`src/rtl/snake_sound_sequencer_if.sv`:
```
// Event inputs and oscillator-drive outputs of the snake sound-effect sequencer.
// The game logic holds the master side; the sequencer holds the slave side.
interface snake_sound_sequencer_if;
   logic       evt_start;
   logic       evt_eat;
   logic       evt_crash;
   logic       mute;
   logic [8:0] freq;
   logic       play_sound;
   logic       mode;
   logic       busy;
   logic       done;

   modport master (
      output evt_start, evt_eat, evt_crash, mute,
      input  freq, play_sound, mode, busy, done
   );

   modport slave (
      input  evt_start, evt_eat, evt_crash, mute,
      output freq, play_sound, mode, busy, done
   );
endinterface

```
`src/rtl/snake_sound_sequencer.sv`:
```
// Turns one-cycle game-event pulses into short fixed note sequences for the tone
// oscillator; mode is forced OFF between notes so each note restarts its waveform phase.
module snake_sound_sequencer #(
   parameter int TICKS_NOTE = 1_000_000,
   parameter int TICKS_GAP  = 250_000
) (
   input logic                     clk,
   input logic                     nRst,
   snake_sound_sequencer_if.slave  bus
);
   localparam int TMAX = (TICKS_NOTE > TICKS_GAP) ? TICKS_NOTE : TICKS_GAP;
   localparam int CW   = $clog2(TMAX + 1);

   typedef enum logic [1:0] {ST_IDLE = 2'd0, ST_NOTE = 2'd1, ST_GAP = 2'd2} state_t;
   // Encoding doubles as the priority: a larger code preempts a smaller one.
   typedef enum logic [1:0] {SEQ_EAT = 2'd0, SEQ_START = 2'd1, SEQ_CRASH = 2'd2} seq_t;

   function automatic logic [8:0] rom_note(input seq_t s, input logic [1:0] step);
      logic [8:0] f;
      case (s)
         SEQ_START: begin
            case (step)
               2'd0:    f = 9'd262;
               2'd1:    f = 9'd330;
               default: f = 9'd392;
            endcase
         end
         SEQ_EAT: begin
            case (step)
               2'd0:    f = 9'd392;
               default: f = 9'd494;
            endcase
         end
         SEQ_CRASH: begin
            case (step)
               2'd0:    f = 9'd294;
               2'd1:    f = 9'd262;
               2'd2:    f = 9'd220;
               default: f = 9'd196;
            endcase
         end
         default: f = 9'd262;
      endcase
      return f;
   endfunction

   function automatic logic [1:0] last_step(input seq_t s);
      logic [1:0] l;
      case (s)
         SEQ_EAT:   l = 2'd1;
         SEQ_START: l = 2'd2;
         SEQ_CRASH: l = 2'd3;
         default:   l = 2'd0;
      endcase
      return l;
   endfunction

   state_t         state_q;
   seq_t           seq_q;
   logic [1:0]     step_q;
   logic [CW-1:0]  cnt_q;
   logic [8:0]     freq_q;
   logic           mode_q;
   logic           play_q;
   logic           busy_q;
   logic           done_q;

   logic           evt_any_s;
   seq_t           evt_seq_s;
   logic           accept_s;

   // Resolve simultaneous events and decide whether the winner may preempt.
   always_comb begin
      evt_any_s = bus.evt_crash | bus.evt_start | bus.evt_eat;
      if (bus.evt_crash) begin
         evt_seq_s = SEQ_CRASH;
      end else if (bus.evt_start) begin
         evt_seq_s = SEQ_START;
      end else begin
         evt_seq_s = SEQ_EAT;
      end
      if (!evt_any_s) begin
         accept_s = 1'b0;
      end else if (state_q == ST_IDLE) begin
         accept_s = 1'b1;
      end else begin
         accept_s = (evt_seq_s >= seq_q);
      end
   end

   // Sequencer FSM; every output is registered alongside the state.
   always_ff @(posedge clk or negedge nRst) begin
      if (!nRst) begin
         state_q <= ST_IDLE;
         seq_q   <= SEQ_EAT;
         step_q  <= 2'd0;
         cnt_q   <= '0;
         freq_q  <= 9'd262;
         mode_q  <= 1'b0;
         play_q  <= 1'b0;
         busy_q  <= 1'b0;
         done_q  <= 1'b0;
      end else begin
         done_q <= 1'b0;
         if (accept_s) begin
            state_q <= ST_NOTE;
            seq_q   <= evt_seq_s;
            step_q  <= 2'd0;
            cnt_q   <= '0;
            freq_q  <= rom_note(evt_seq_s, 2'd0);
            mode_q  <= 1'b1;
            play_q  <= ~bus.mute;
            busy_q  <= 1'b1;
         end else begin
            case (state_q)
               ST_IDLE: begin
                  mode_q <= 1'b0;
                  play_q <= 1'b0;
                  busy_q <= 1'b0;
               end
               ST_NOTE: begin
                  if (cnt_q == CW'(TICKS_NOTE - 1)) begin
                     state_q <= ST_GAP;
                     cnt_q   <= '0;
                     mode_q  <= 1'b0;
                     play_q  <= 1'b0;
                  end else begin
                     cnt_q  <= cnt_q + CW'(1);
                     play_q <= ~bus.mute;
                  end
               end
               ST_GAP: begin
                  if (cnt_q == CW'(TICKS_GAP - 1)) begin
                     cnt_q <= '0;
                     if (step_q == last_step(seq_q)) begin
                        state_q <= ST_IDLE;
                        busy_q  <= 1'b0;
                        done_q  <= 1'b1;
                     end else begin
                        state_q <= ST_NOTE;
                        step_q  <= step_q + 2'd1;
                        freq_q  <= rom_note(seq_q, step_q + 2'd1);
                        mode_q  <= 1'b1;
                        play_q  <= ~bus.mute;
                     end
                  end else begin
                     cnt_q <= cnt_q + CW'(1);
                  end
               end
               default: begin
                  state_q <= ST_IDLE;
                  cnt_q   <= '0;
                  mode_q  <= 1'b0;
                  play_q  <= 1'b0;
                  busy_q  <= 1'b0;
               end
            endcase
         end
      end
   end

   assign bus.freq       = freq_q;
   assign bus.mode       = mode_q;
   assign bus.play_sound = play_q;
   assign bus.busy       = busy_q;
   assign bus.done       = done_q;
endmodule

```
`src/flat_wrapper.sv`:
```
// flat-port wrapper written by rule: the top's interface ports become plain ports
module snake_sound_sequencer_flat 
#(
   parameter int TICKS_NOTE = 1_000_000,
   parameter int TICKS_GAP  = 250_000
)
  (clk, nRst, bus_evt_start, bus_evt_eat, bus_evt_crash, bus_mute, bus_freq, bus_play_sound, bus_mode, bus_busy, bus_done);
  snake_sound_sequencer_if bus_i ();
  input logic clk;
  input logic nRst;
  input wire logic [$bits(bus_i.evt_start)-1:0] bus_evt_start;
  input wire logic [$bits(bus_i.evt_eat)-1:0] bus_evt_eat;
  input wire logic [$bits(bus_i.evt_crash)-1:0] bus_evt_crash;
  input wire logic [$bits(bus_i.mute)-1:0] bus_mute;
  output wire logic [$bits(bus_i.freq)-1:0] bus_freq;
  output wire logic [$bits(bus_i.play_sound)-1:0] bus_play_sound;
  output wire logic [$bits(bus_i.mode)-1:0] bus_mode;
  output wire logic [$bits(bus_i.busy)-1:0] bus_busy;
  output wire logic [$bits(bus_i.done)-1:0] bus_done;
  assign bus_i.evt_start = bus_evt_start;
  assign bus_i.evt_eat = bus_evt_eat;
  assign bus_i.evt_crash = bus_evt_crash;
  assign bus_i.mute = bus_mute;
  assign bus_freq = bus_i.freq;
  assign bus_play_sound = bus_i.play_sound;
  assign bus_mode = bus_i.mode;
  assign bus_busy = bus_i.busy;
  assign bus_done = bus_i.done;
  snake_sound_sequencer #(.TICKS_NOTE(TICKS_NOTE), .TICKS_GAP(TICKS_GAP)) u_core (.clk(clk), .nRst(nRst), .bus(bus_i));
endmodule
```
`config.mk`:
```
export PLATFORM = sky130hd
export DESIGN_NAME = snake_sound_sequencer_flat
export DESIGN_NICKNAME = d
export VERILOG_FILES = /design/src/rtl/snake_sound_sequencer_if.sv /design/src/rtl/snake_sound_sequencer.sv /design/src/flat_wrapper.sv
export SDC_FILE = /design/constraint.sdc
export NUM_CORES = 1
export LEC_CHECK = 0
export BUFFER_PORTS_ARGS = -buffer_cell sky130_fd_sc_hd__buf_2
export CORE_ASPECT_RATIO = 1.25
export CORE_UTILIZATION = 60
export CTS_CLUSTER_DIAMETER = 40
export DETAILED_ROUTE_END_ITERATION = 12
export PLACE_DENSITY = 0.9
export REMOVE_ABC_BUFFERS = 1
export SETUP_SLACK_MARGIN = 0.4
export SLEW_MARGIN = 20
export SYNTH_ARGS = -nofsm -noshare
export SYNTH_HDL_FRONTEND = slang
export SYNTH_SLANG_ARGS = --single-unit
export TNS_END_PERCENT = 5
```
`constraint.sdc`:
```
create_clock -name clk -period 4.1 [get_ports clk]
set_clock_uncertainty 0.1 [all_clocks]
set_input_delay 0.205 -clock clk [delete_from_list [all_inputs] [get_ports clk]]
set_output_delay 0.205 -clock clk [all_outputs]
set_load 0.05 [all_outputs]
```
==> out/metrics.yaml, run 1 <==
timing:
  worst_slew_margin_rel_pct: 41.3
  finalWorstSetupSlack_ps: 1190
  worst_hold_slack_ps: 149
  grt_setup_unrepaired: "no"
  min_period_over_period_pct: 70.9
  f_max_ghz: 0.344
  fin_setup_tns_ps: 0
  setup_viol_count_final: 0
  minimum_clock_period_after_layout_ps: 2910
  final_report_hold_violation_count: 0
  final_max_slew_viol_count: 0
  timing_worst_slew_pin_value_ps: 872
grt:
  first_global_vias: 1865
  maximum_number_of_pins_on_one_net_before_global_route_repair: 39
  gr-usage-all-layers_pct: 27.2
  grt_antenna_before_repair: 0
  globalRouteOverflowTotal: 0
  wire_length_of_the_first_global_routing_pass_um: 8520
final_layout:
  layout.cell_area.non_filler_um2: 2500
  fillCellCount: 245
  nNetsFinal: 292
  synthToLayoutAreaGrowth_pct: 8.75
  layout-drive-gt1-share_pct: 13.2
  antenna-diode-count: 0
job:
  cap_viol_max_count: 0
yosys:
  synth_cells: 252
  yosys_register_bits: 38
  synthFlopType: "sky130_fd_sc_hd__dfrtp_1"
  yosysWarnings: 0
  synth_enable_flop_cells: 0
  syn-mean-instance-area_um2: 9.14
  netlist_cell_types: 53
  syn_area_um2: 2300
  async_flop_share_pct: 100
  synth_sequential_area_ratio_pct: 41.5
worst_setup_path:
  crit_fanout: 11
  cpMaxStageDelayCell: "sky130_fd_sc_hd__a211oi_1"
  cp_data_arrival_time_ps: 2970
  start_kind: "flip-flop"
  worst_path_largest_cell_delay_ps: 540
  critical_path.cell_chain: "ha_1 > nand2b_1 > a211oi_1 > o21ai_0 > a21oi_1 > buf_4 > nand2_1 > o311ai_0"
  timing_worst_setup_path_type: "flip-flop to flip-flop"
  worstSetupEndpointType: "flip-flop"
  crit_required_ps: 4170
power_and_ir_drop:
  power_per_cell_area_nw_per_um2: 580
  total_power_mw: 1.45
  total_leakage_power_nw: 1.07
  max-vdd-ir-drop_mv: 0.264
place:
  dp.final_hpwl_um: 3580
  port-buffer-count: 17
  gp_routability_congestion: 0.886
  postPlaceCellArea_um2: 2400
  placement.setup.worst_slack_ps: 1240
floorplan:
  pin_count: 19
  chipWidth_um: 57.4
  design.core.area_um2: 3570
  rows: 24
  die_height_um: 71.3
  initial_core_util_pct: 64.4
  fp.dieArea_um2: 4090
cts:
  cts_tree: "done"
  cts_root_buf: "sky130_fd_sc_hd__clkbuf_8"
  worst_skew_pair.late_latency_ps: 300
  cts_num_sinks: 38
  cts_max_level: 2
  clockBufferDepth: 2
  cts_made_buffers: 5
  postCtsResizedCells: 0
  clk_pin_slew_ps: 80
min_path:
  hp-class: "input pin to flip-flop"
status:
  violations: "DRC"
  run_status: "complete, but fails checks"
drt:
  wl_um: 5170
  detail-route-antenna-nets: 0
  drt_drc_violations_left: 4
  drt-vias-per-instance: 6.59
  drt_first_pass_iters: 8
  route.vias.total: 2048
  drt_first_iter_violations: 167
  route.detailed.wl_per_inst_um: 16.6
-- synth_stat cells (all sizes together), types with 2 or more instances --
cell type / n / share of area (%)
a211oi: 4 / 1.5
dfrtp: 35 / 38
a21oi: 16 / 3.5
a41oi: 6 / 2.3
clkbuf: 5 / 0.82
and3: 2 / 0.54
a21o: 2 / 0.65
nor3: 3 / 0.65
ha: 15 / 8.2
or4: 2 / 0.65
buf: 4 / 1.3
dfstp: 3 / 3.4
nand4: 6 / 1.6
o22ai: 2 / 0.54
nand2b: 5 / 1.4
nor4: 4 / 1.4
nor2: 14 / 2.3
nor2b: 6 / 1.6
nand3b: 2 / 0.65
inv: 11 / 1.8
a31oi: 14 / 3.8
xnor2: 2 / 0.76
nand3: 16 / 3.5
or3: 2 / 0.76
o31ai: 3 / 2.2
o21ai: 16 / 3.6
nand2: 32 / 5.3
a22o: 2 / 0.76
and2: 2 / 0.54
-- cell families after synthesis --
kind of cell,synth area share [%]
buffers and inverters,3.86
muxes,0.435
other,0.163
adders and majority gates,8.15
DFF,41.5
AOI/OAI and AO/OA,22.8
and+or+nand+nor,22.0
xor gates and xnor gates,1.14
-- worst paths after layout --
path                                         start                 end  slack [ps]  cells after the start
worst max-delay path               u_core.seq_q[0]    u_core.cnt_q[17]        1190                      8
worst min-delay path                 bus_evt_start     u_core.seq_q[0]         150                      3
worst max register to register     u_core.seq_q[0]    u_core.cnt_q[17]        1190                      8
worst min register to register  u_core.bus.freq[3]  u_core.bus.freq[3]         370                      2
max in group asynchronous                     nRst    u_core.step_q[1]        2930                      2
min in group asynchronous                     nRst     u_core.bus.done         440                      2
-- sequential cells by signal, indices dropped and copies added, names as in the netlist --
name and count:
u_core.bus.busy 1, u_core.bus.done 1, u_core.bus.freq 8, u_core.bus.mode 1, u_core.bus.play_sound 1, u_core.cnt_q 20, u_core.seq_q 2, u_core.state_q 2
u_core.step_q 2
-- stage by stage --
step / cells / util, %
after floorplan: 243 / -
after global placement: 301 / 67.3
after detailed placement: 301 / 67.3
after CTS: 311 / 70.1
after global routing: 311 / 70.1
final: 311 / 70.1
-- cells in the final DEF (no fill, tap or decap), types with 6 or more instances in the layout --
master                    synthesis  routed
sky130_fd_sc_hd__nand2_1         31      31
sky130_fd_sc_hd__a21oi_1         16      16
sky130_fd_sc_hd__nor2_1          14      14
sky130_fd_sc_hd__buf_2            2      17
sky130_fd_sc_hd__o21ai_0         15      15
sky130_fd_sc_hd__nand4_1          6       6
sky130_fd_sc_hd__dfrtp_1         35      35
sky130_fd_sc_hd__nand3_1         16      16
sky130_fd_sc_hd__nor2b_1          6       6
sky130_fd_sc_hd__a41oi_1          6       6
sky130_fd_sc_hd__a31oi_1         14      14
sky130_fd_sc_hd__inv_1           11      11
sky130_fd_sc_hd__ha_1            15      15
-- power by group --
group | total (mW) | switching, mW | internal (mW)
clock | 0.254 | 0.133 | 0.121
sequential | 0.489 | 0.0471 | 0.442
combinational | 0.710 | 0.485 | 0.225
-- cell type report --
| class | instances | area [µm²] | share of cell area [%] |
|---|---|---|---|
| inverter | 11 | 41.3 | 1.65 |
| clock buffer | 8 | 80.1 | 3.20 |
| sequential | 38 | 955 | 38.1 |
| timing repair buffer | 21 | 120 | 4.80 |
| multi-input combinational | 194 | 1260 | 50.3 |
| tap | 39 | 48.8 | 1.95 |
-- per-layer routing --
metal,part of all wire [%],vias up,GRT usage (%)
met4,2.5,0,13.3
met5,0,-,0
met3,5.6,15,5.05
li1,-,973,-
met1,40,973,34.4
met2,52,87,44.4
-- worst max-delay path: cells and delay by family, from the launching register on --
kind,cells,cell delay (ps)
and+or+nand+nor,2,230
adders and majority gates,1,290
buffers and inverters,1,210
DFF,1,460
AOI/OAI and AO/OA,4,1480
-- timing repair --
item | 4_1_cts | 5_1_grt
hold endpoints to repair | 36 | 0
hold buffers | 2 | 0
buffers inserted | 0 | 0
Note: power is estimated with default switching activity, not from simulation.
==> run 2: changes to the inputs <==
--- a/config.mk
+++ b/config.mk
@@ -7,10 +7,10 @@
 export LEC_CHECK = 0
 export BUFFER_PORTS_ARGS = -buffer_cell sky130_fd_sc_hd__buf_2
 export CORE_ASPECT_RATIO = 1.25
-export CORE_UTILIZATION = 60
+export CORE_UTILIZATION = 59
 export CTS_CLUSTER_DIAMETER = 40
 export DETAILED_ROUTE_END_ITERATION = 12
-export PLACE_DENSITY = 0.9
+export PLACE_DENSITY = 0.89
 export REMOVE_ABC_BUFFERS = 1
 export SETUP_SLACK_MARGIN = 0.4
 export SLEW_MARGIN = 20
==> constraint.sdc (replaced) <==
create_clock -name clk -period 2.86 [get_ports clk]
set_clock_uncertainty 0.1 [all_clocks]
set_input_delay 0.143 -clock clk [delete_from_list [all_inputs] [get_ports clk]]
set_output_delay 0.143 -clock clk [all_outputs]
set_load 0.05 [all_outputs]
==> out/metrics.yaml, run 2 (synthesis gave the netlist of run 1 again) <==
status:
  run_status: "complete, but fails checks"
  violations: "DRC"
worst_setup_path:
  critPathBufInv: 1  # unchanged
  worst-path-stages: 7  # -1
  critical_path.cell_chain: "or4_1 > or3_4 > o31ai_4 > a211oi_4 > buf_6 > a41oi_2 > a31oi_1"
  crit_required_ps: 2890  # -1280 ps
  start_kind: "flip-flop"
  worst_path_largest_cell_delay_ps: 500  # -40 ps
  crit_fanout: 6  # -5
  worstSetupEndpointType: "flip-flop"
  cpMaxStageDelayCell: "sky130_fd_sc_hd__or4_1"
  worst-r2r-cell-count: 7  # -1
  critPathTopFamily: "simple AND/OR/NAND/NOR gates"
  timing_worst_setup_path_type: "flip-flop to flip-flop"
  cp_data_arrival_time_ps: 2680  # -290 ps
final_layout:
  highest_count_cells_in_the_layout_ignoring_fill_and_taps: "sky130_fd_sc_hd__dfrtp_1, sky130_fd_sc_hd__nand2_1, sky130_fd_sc_hd__buf_2"
  top_register: "u_core.cnt_q"
  layout.cell_area.non_filler_um2: 2740  # +9.4%
  layout-drive-gt1-share_pct: 22.6  # +9.3 points
  nNetsFinal: 308  # +5.5%
  final_common_cell: "sky130_fd_sc_hd__dfrtp_1"
  antenna-diode-count: 0  # unchanged
  largest_register_ffs: 20  # unchanged
  final_core_utilization_pct: 73.0  # +2.9 points
  synthToLayoutAreaGrowth_pct: 19.0
  fillCellCount: 259  # +5.7%
floorplan:
  die_height_um: 71.8  # +0.82%
  chipWidth_um: 57.9  # +0.81%
  pin_count: 19  # unchanged
  initial_core_util_pct: 61.3  # -3.1 points
  fp.dieArea_um2: 4160  # +1.6%
  rows: 25  # +4.2%
  design.core.area_um2: 3750  # +5.0%
grt:
  first_global_vias: 2027  # +8.7%
  globalRouteOverflowTotal: 0  # unchanged
  wire_length_of_the_first_global_routing_pass_um: 8940  # +4.9%
  maximum_number_of_pins_on_one_net_before_global_route_repair: 39  # unchanged
  grt_antenna_before_repair: 0  # unchanged
  gr-usage-all-layers_pct: 27.9  # +0.76 points
timing:
  f_max_ghz: 0.377  # +9.6%
  grt_setup_unrepaired: "yes"
  finalWorstSetupSlack_ps: 207  # -986 ps
  min_period_over_period_pct: 92.8  # +22 points
  setup_viol_count_final: 0  # unchanged
  timing_worst_slew_pin_value_ps: 849  # -23.6 ps
  final_max_slew_viol_count: 0  # unchanged
  minimum_clock_period_after_layout_ps: 2650  # -254 ps
  final_report_hold_violation_count: 0  # unchanged
  worst_hold_slack_ps: 91.6  # -57.0 ps
  worst_slew_margin_rel_pct: 43.4  # +2.1 points
drt:
  drt_first_iter_violations: 171  # +2.4%
  wl_um: 6060  # +17%
  wl_met2_um: 3330  # +24%
  drt-met1-wl_um: 2300  # +12%
  top_signal_layer_used: "met4"
  route.vias.total: 2171  # +6.0%
  drt_drc_violations_left: 4  # unchanged
  detail-route-antenna-nets: 0  # unchanged
  detailroute.wirelength.met3_um: 295  # +2.1%
  route.detailed.wl_per_inst_um: 18.5  # +11%
  drt_first_pass_iters: 9  # +1
  drt-vias-per-instance: 6.62  # +0.51%
place:
  gp_routability_congestion: 0.877  # -0.95%
  placement.setup.worst_slack_ps: 90.4  # -1140 ps
  dp.final_hpwl_um: 3700  # +3.3%
  postPlaceCellArea_um2: 2430  # +1.3%
  port-buffer-count: 17  # unchanged
cts:
  cts_tree: "done"
  cts_made_buffers: 5  # unchanged
  clk_pin_slew_ps: 80  # about the same
  worst_skew_pair.late_latency_ps: 300  # about the same
  cts_num_sinks: 38  # unchanged
  clockBufferDepth: 2  # unchanged
  cts_root_buf: "sky130_fd_sc_hd__clkbuf_8"
  cts_max_level: 2  # unchanged
power_and_ir_drop:
  max-vdd-ir-drop_mv: 0.685  # +160%
  total_leakage_power_nw: 1.17  # +10%
  power_per_cell_area_nw_per_um2: 862  # +49%
min_path:
  hp-class: "input pin to flip-flop"
  timing.hold.worst_path_depth: 3  # unchanged
job:
  cap_viol_max_count: 0  # unchanged
## run 2: layout make-up
type                            instances  area, µm²  area share (%)
Clock inverter                          3       40.0            1.46
Multi-Input combinational cell        194       1330            48.6
Timing Repair Buffer                   37        251            9.18
Sequential cell                        38        956            34.9
Clock buffer                            5       68.8            2.51
Inverter                               11       41.3            1.51
Tap cell                               40       50.0            1.83
## run 2: report_power, final
| part | leakage [nW] | switching [mW] | internal, mW | total [mW] |
|---|---|---|---|---|
| logic | 0.623 | 0.793 | 0.423 | 1.22 |
| clock network | 0.0579 | 0.189 | 0.257 | 0.445 |
| registers | 0.494 | 0.0656 | 0.633 | 0.699 |
| total | 1.17 | 1.05 | 1.31 | 2.36 |
## run 2: worst reg2reg max path, cell delays in order (launching register included)
cell	delay (ps)
sky130_fd_sc_hd__dfrtp_1	440
sky130_fd_sc_hd__or4_1	500
sky130_fd_sc_hd__or3_4	430
sky130_fd_sc_hd__o31ai_4	440
sky130_fd_sc_hd__a211oi_4	160
sky130_fd_sc_hd__buf_6	180
sky130_fd_sc_hd__a41oi_2	160
sky130_fd_sc_hd__a31oi_1	80
## run 2: final timing paths
kind                                  start          endpoint  slack [ps]
min                           bus_evt_start   u_core.seq_q[0]          90
min reg2reg                 u_core.bus.busy   u_core.bus.busy         400
max                        u_core.cnt_q[10]   u_core.cnt_q[6]         210
min in group asynchronous              nRst  u_core.step_q[0]         380
max in group asynchronous              nRst  u_core.cnt_q[11]        1670
max reg2reg                u_core.cnt_q[10]   u_core.cnt_q[6]         210
## run 2: through the flow
stage               instances  setup TNS (ps)  power (mW)
CTS                       322               0        2.26
global route              328               0        2.49
detailed placement        306               0        1.74
finish                    328               0        2.36
global placement          306               0        1.71
floorplan                 243            -349        1.46
## run 2: timing repair
item,in CTS,in global routing
setup endpoints to repair,31,31
pin swaps,3,7
gates cloned,1,1
hold endpoints to repair,36,0
setup buffers,5,5
hold buffers,2,0
resized for setup,10,14
## run 2: layer usage
layer / track usage, % / vias up
met5: 0 / -
li1: - / 1001
met4: 13.2 / 0
met3: 4.33 / 20
met2: 50.7 / 92
met1: 31.4 / 1058
==> run 3: changes to the inputs <==
--- a/config.mk
+++ b/config.mk
@@ -11,7 +11,6 @@
 export CTS_CLUSTER_DIAMETER = 40
 export DETAILED_ROUTE_END_ITERATION = 12
 export PLACE_DENSITY = 0.89
-export REMOVE_ABC_BUFFERS = 1
 export SETUP_SLACK_MARGIN = 0.4
 export SLEW_MARGIN = 20
 export SYNTH_ARGS = -nofsm -noshare
==> out/metrics.yaml, run 3 (synthesis gave the netlist of run 1 again) <==
status:
  run_status: "complete, but fails checks"
  violations: "DRC"
floorplan:
  pin_count: 19  # unchanged
  initial_core_util_pct: 61.3  # unchanged
  die_height_um: 71.8  # unchanged
  fp.dieArea_um2: 4160  # unchanged
  design.core.area_um2: 3750  # unchanged
  chipWidth_um: 57.9  # unchanged
  rows: 25  # unchanged
worst_setup_path:
  crit_required_ps: 2920  # +30 ps
  crit_fanout: 12  # +6
  start_kind: "flip-flop"
  timing_worst_setup_path_type: "flip-flop to flip-flop"
  cp_data_arrival_time_ps: 2600  # -80 ps
  worstSetupEndpointType: "flip-flop"
grt:
  first_global_vias: 2047  # +0.99%
  gr-usage-all-layers_pct: 30.2  # +2.3 points
  gr-usage-met3_pct: 4.87  # +0.54 points
  met1_usage_pct: 33.9  # +2.6 points
  maximum_number_of_pins_on_one_net_before_global_route_repair: 39  # unchanged
  grt_antenna_before_repair: 0  # unchanged
  global_route.usage.met2_pct: 52.9  # +2.2 points
  global_route.peak_usage_layer: "met2"
  wire_length_of_the_first_global_routing_pass_um: 9540  # +6.6%
  globalRouteOverflowTotal: 0  # unchanged
timing:
  fin_setup_tns_ps: 0  # unchanged
  min_period_over_period_pct: 89.0  # -3.8 points
  f_max_ghz: 0.393  # +4.3%
  final_report_hold_violation_count: 0  # unchanged
  setup_viol_count_final: 0  # unchanged
  finalWorstSetupSlack_ps: 316  # +109 ps
  worst_slew_margin_rel_pct: 42.5  # -0.92 points
  final_max_slew_viol_count: 0  # unchanged
  grt_setup_unrepaired: "yes"
  minimum_clock_period_after_layout_ps: 2540  # -109 ps
  timing_worst_slew_pin_value_ps: 862  # +13.8 ps
min_path:
  hp-class: "input pin to flip-flop"
cts:
  cts_root_buf: "sky130_fd_sc_hd__clkbuf_8"
  clk_pin_slew_ps: 80  # about the same
  cts_tree: "done"
  cts_num_sinks: 38  # unchanged
  cts_max_level: 2  # unchanged
  worst_skew_pair.late_latency_ps: 300  # about the same
  clockBufferDepth: 2  # unchanged
  cts_made_buffers: 5  # unchanged
place:
  placement.setup.worst_slack_ps: 195  # +105 ps
  gp_routability_congestion: 0.885  # +0.92%
  dp.final_hpwl_um: 3780  # +2.3%
  port-buffer-count: 17  # unchanged
drt:
  drt_drc_violations_left: 4  # unchanged
  route.vias.total: 2250  # +3.6%
  detail-route-antenna-nets: 0  # unchanged
  route.detailed.wl_per_inst_um: 19.1  # +3.3%
  drt_first_iter_violations: 130  # -24%
  wl_um: 6410  # +5.8%
  drt_first_pass_iters: 9  # unchanged
  drt-vias-per-instance: 6.70  # +1.2%
final_layout:
  area_of_the_multi_input_gates_um2: 1370  # +2.5%
  top_register: "u_core.cnt_q"
  antenna-diode-count: 0  # unchanged
  nNetsFinal: 316  # +2.6%
  layout-drive-gt1-share_pct: 26.0  # +3.4 points
  regArea_um2: 955  # -0.13%
  largest_register_ffs: 20  # unchanged
  final_common_cell: "sky130_fd_sc_hd__dfrtp_1"
  synthToLayoutAreaGrowth_pct: 21.7
  fillCellCount: 259  # unchanged
  highest_count_cells_in_the_layout_ignoring_fill_and_taps: "sky130_fd_sc_hd__dfrtp_1, sky130_fd_sc_hd__nand2_1, sky130_fd_sc_hd__buf_4"
power_and_ir_drop:
  total_leakage_power_nw: 1.23  # +4.6%
  power_per_cell_area_nw_per_um2: 848  # -1.6%
  max-vdd-ir-drop_mv: 0.451  # -34%
job:
  cap_viol_max_count: 0  # unchanged
yosys:
  synthesis.nets: 273
==> run 3: cell types whose count changed in the layout (fill, tap and decap cells not counted), moves of 2 or more <==
cell,previous run,this run
sky130_fd_sc_hd__o21ai_2,0,2
sky130_fd_sc_hd__o21ai_1,5,0
sky130_fd_sc_hd__nor2_1,14,11
sky130_fd_sc_hd__nor2_2,0,3
sky130_fd_sc_hd__buf_4,15,22
sky130_fd_sc_hd__o21ai_0,10,13
sky130_fd_sc_hd__a21oi_2,0,2
==> run 3: what timing repair did <==
item / in CTS / in global routing
pin swaps: 4 / 8
gates resized for setup: 6 / 23
hold buffers: 2 / 0
setup endpoints to repair: 28 / 33
hold endpoints to repair: 36 / 0
buffers inserted: 8 / 10
gates cloned: 1 / 2
==> run 3: report_power, final <==
group          internal (mW)  switching [mW]  total, mW
registers              0.633          0.0689      0.702
logic                  0.463           0.841       1.30
clock network          0.169           0.201      0.370
total                   1.26            1.11       2.38
==> run 3: critical path, cell delays in order (launching register included) <==
cell and delay, ps:
sky130_fd_sc_hd__dfrtp_1 410, sky130_fd_sc_hd__or4_1 540, sky130_fd_sc_hd__or3_4 390, sky130_fd_sc_hd__o31ai_4 290, sky130_fd_sc_hd__buf_6 160, sky130_fd_sc_hd__a211oi_4 80, sky130_fd_sc_hd__buf_4 230, sky130_fd_sc_hd__a21oi_1 150
sky130_fd_sc_hd__a31oi_1 50
==> run 3: per-stage QoR <==
| step | hold slack (ps) | util (%) | area, µm² | std cells | power, mW |
|---|---|---|---|---|---|
| floorplan | -253 | - | 2310 | 252 | 1.50 |
| global placement | 193 | 64.8 | 2430 | 305 | 1.69 |
| CTS | 109 | 69.9 | 2620 | 324 | 2.15 |
| detailed placement | 194 | 64.8 | 2430 | 305 | 1.73 |
| global route | 134 | 74.7 | 2800 | 336 | 2.49 |
| finish | 99.3 | 74.7 | 2800 | 336 | 2.38 |
==> run 3: final cells by class <==
| type | instances | area share [%] |
|---|---|---|
| repair buffers | 45 | 11.0 |
| inverters | 11 | 1.47 |
| clock inverters | 2 | 0.357 |
| well taps | 40 | 1.79 |
| multi-input cells | 194 | 48.7 |
| clock buffers | 6 | 2.59 |
| flip-flops and latches | 38 | 34.1 |
==> run 3: per-layer routing <==
| metal | wire length [µm] | part of all wire [%] | vias to the layer above |
|---|---|---|---|
| met1 | 2360 | 37 | 1088 |
| met4 | 408 | 6.4 | 0 |
| met3 | 340 | 5.3 | 39 |
| met2 | 3300 | 51 | 114 |
| met5 | 0 | 0 | - |
| li1 | - | - | 1009 |
==> run 3: path summary, 6_finish.rpt <==
check / from / end / slack [ps] / depth (start not counted)
max: u_core.cnt_q[13] / u_core.cnt_q[4] / 320 / 8
min: bus_evt_start / u_core.seq_q[0] / 100 / 3
max reg2reg: u_core.cnt_q[13] / u_core.cnt_q[4] / 320 / 8
min reg2reg: u_core.bus.freq[3] / u_core.bus.freq[3] / 380 / 2
max in group asynchronous: nRst / u_core.bus.freq[4] / 1730 / 2
min in group asynchronous: nRst / u_core.cnt_q[17] / 390 / 2
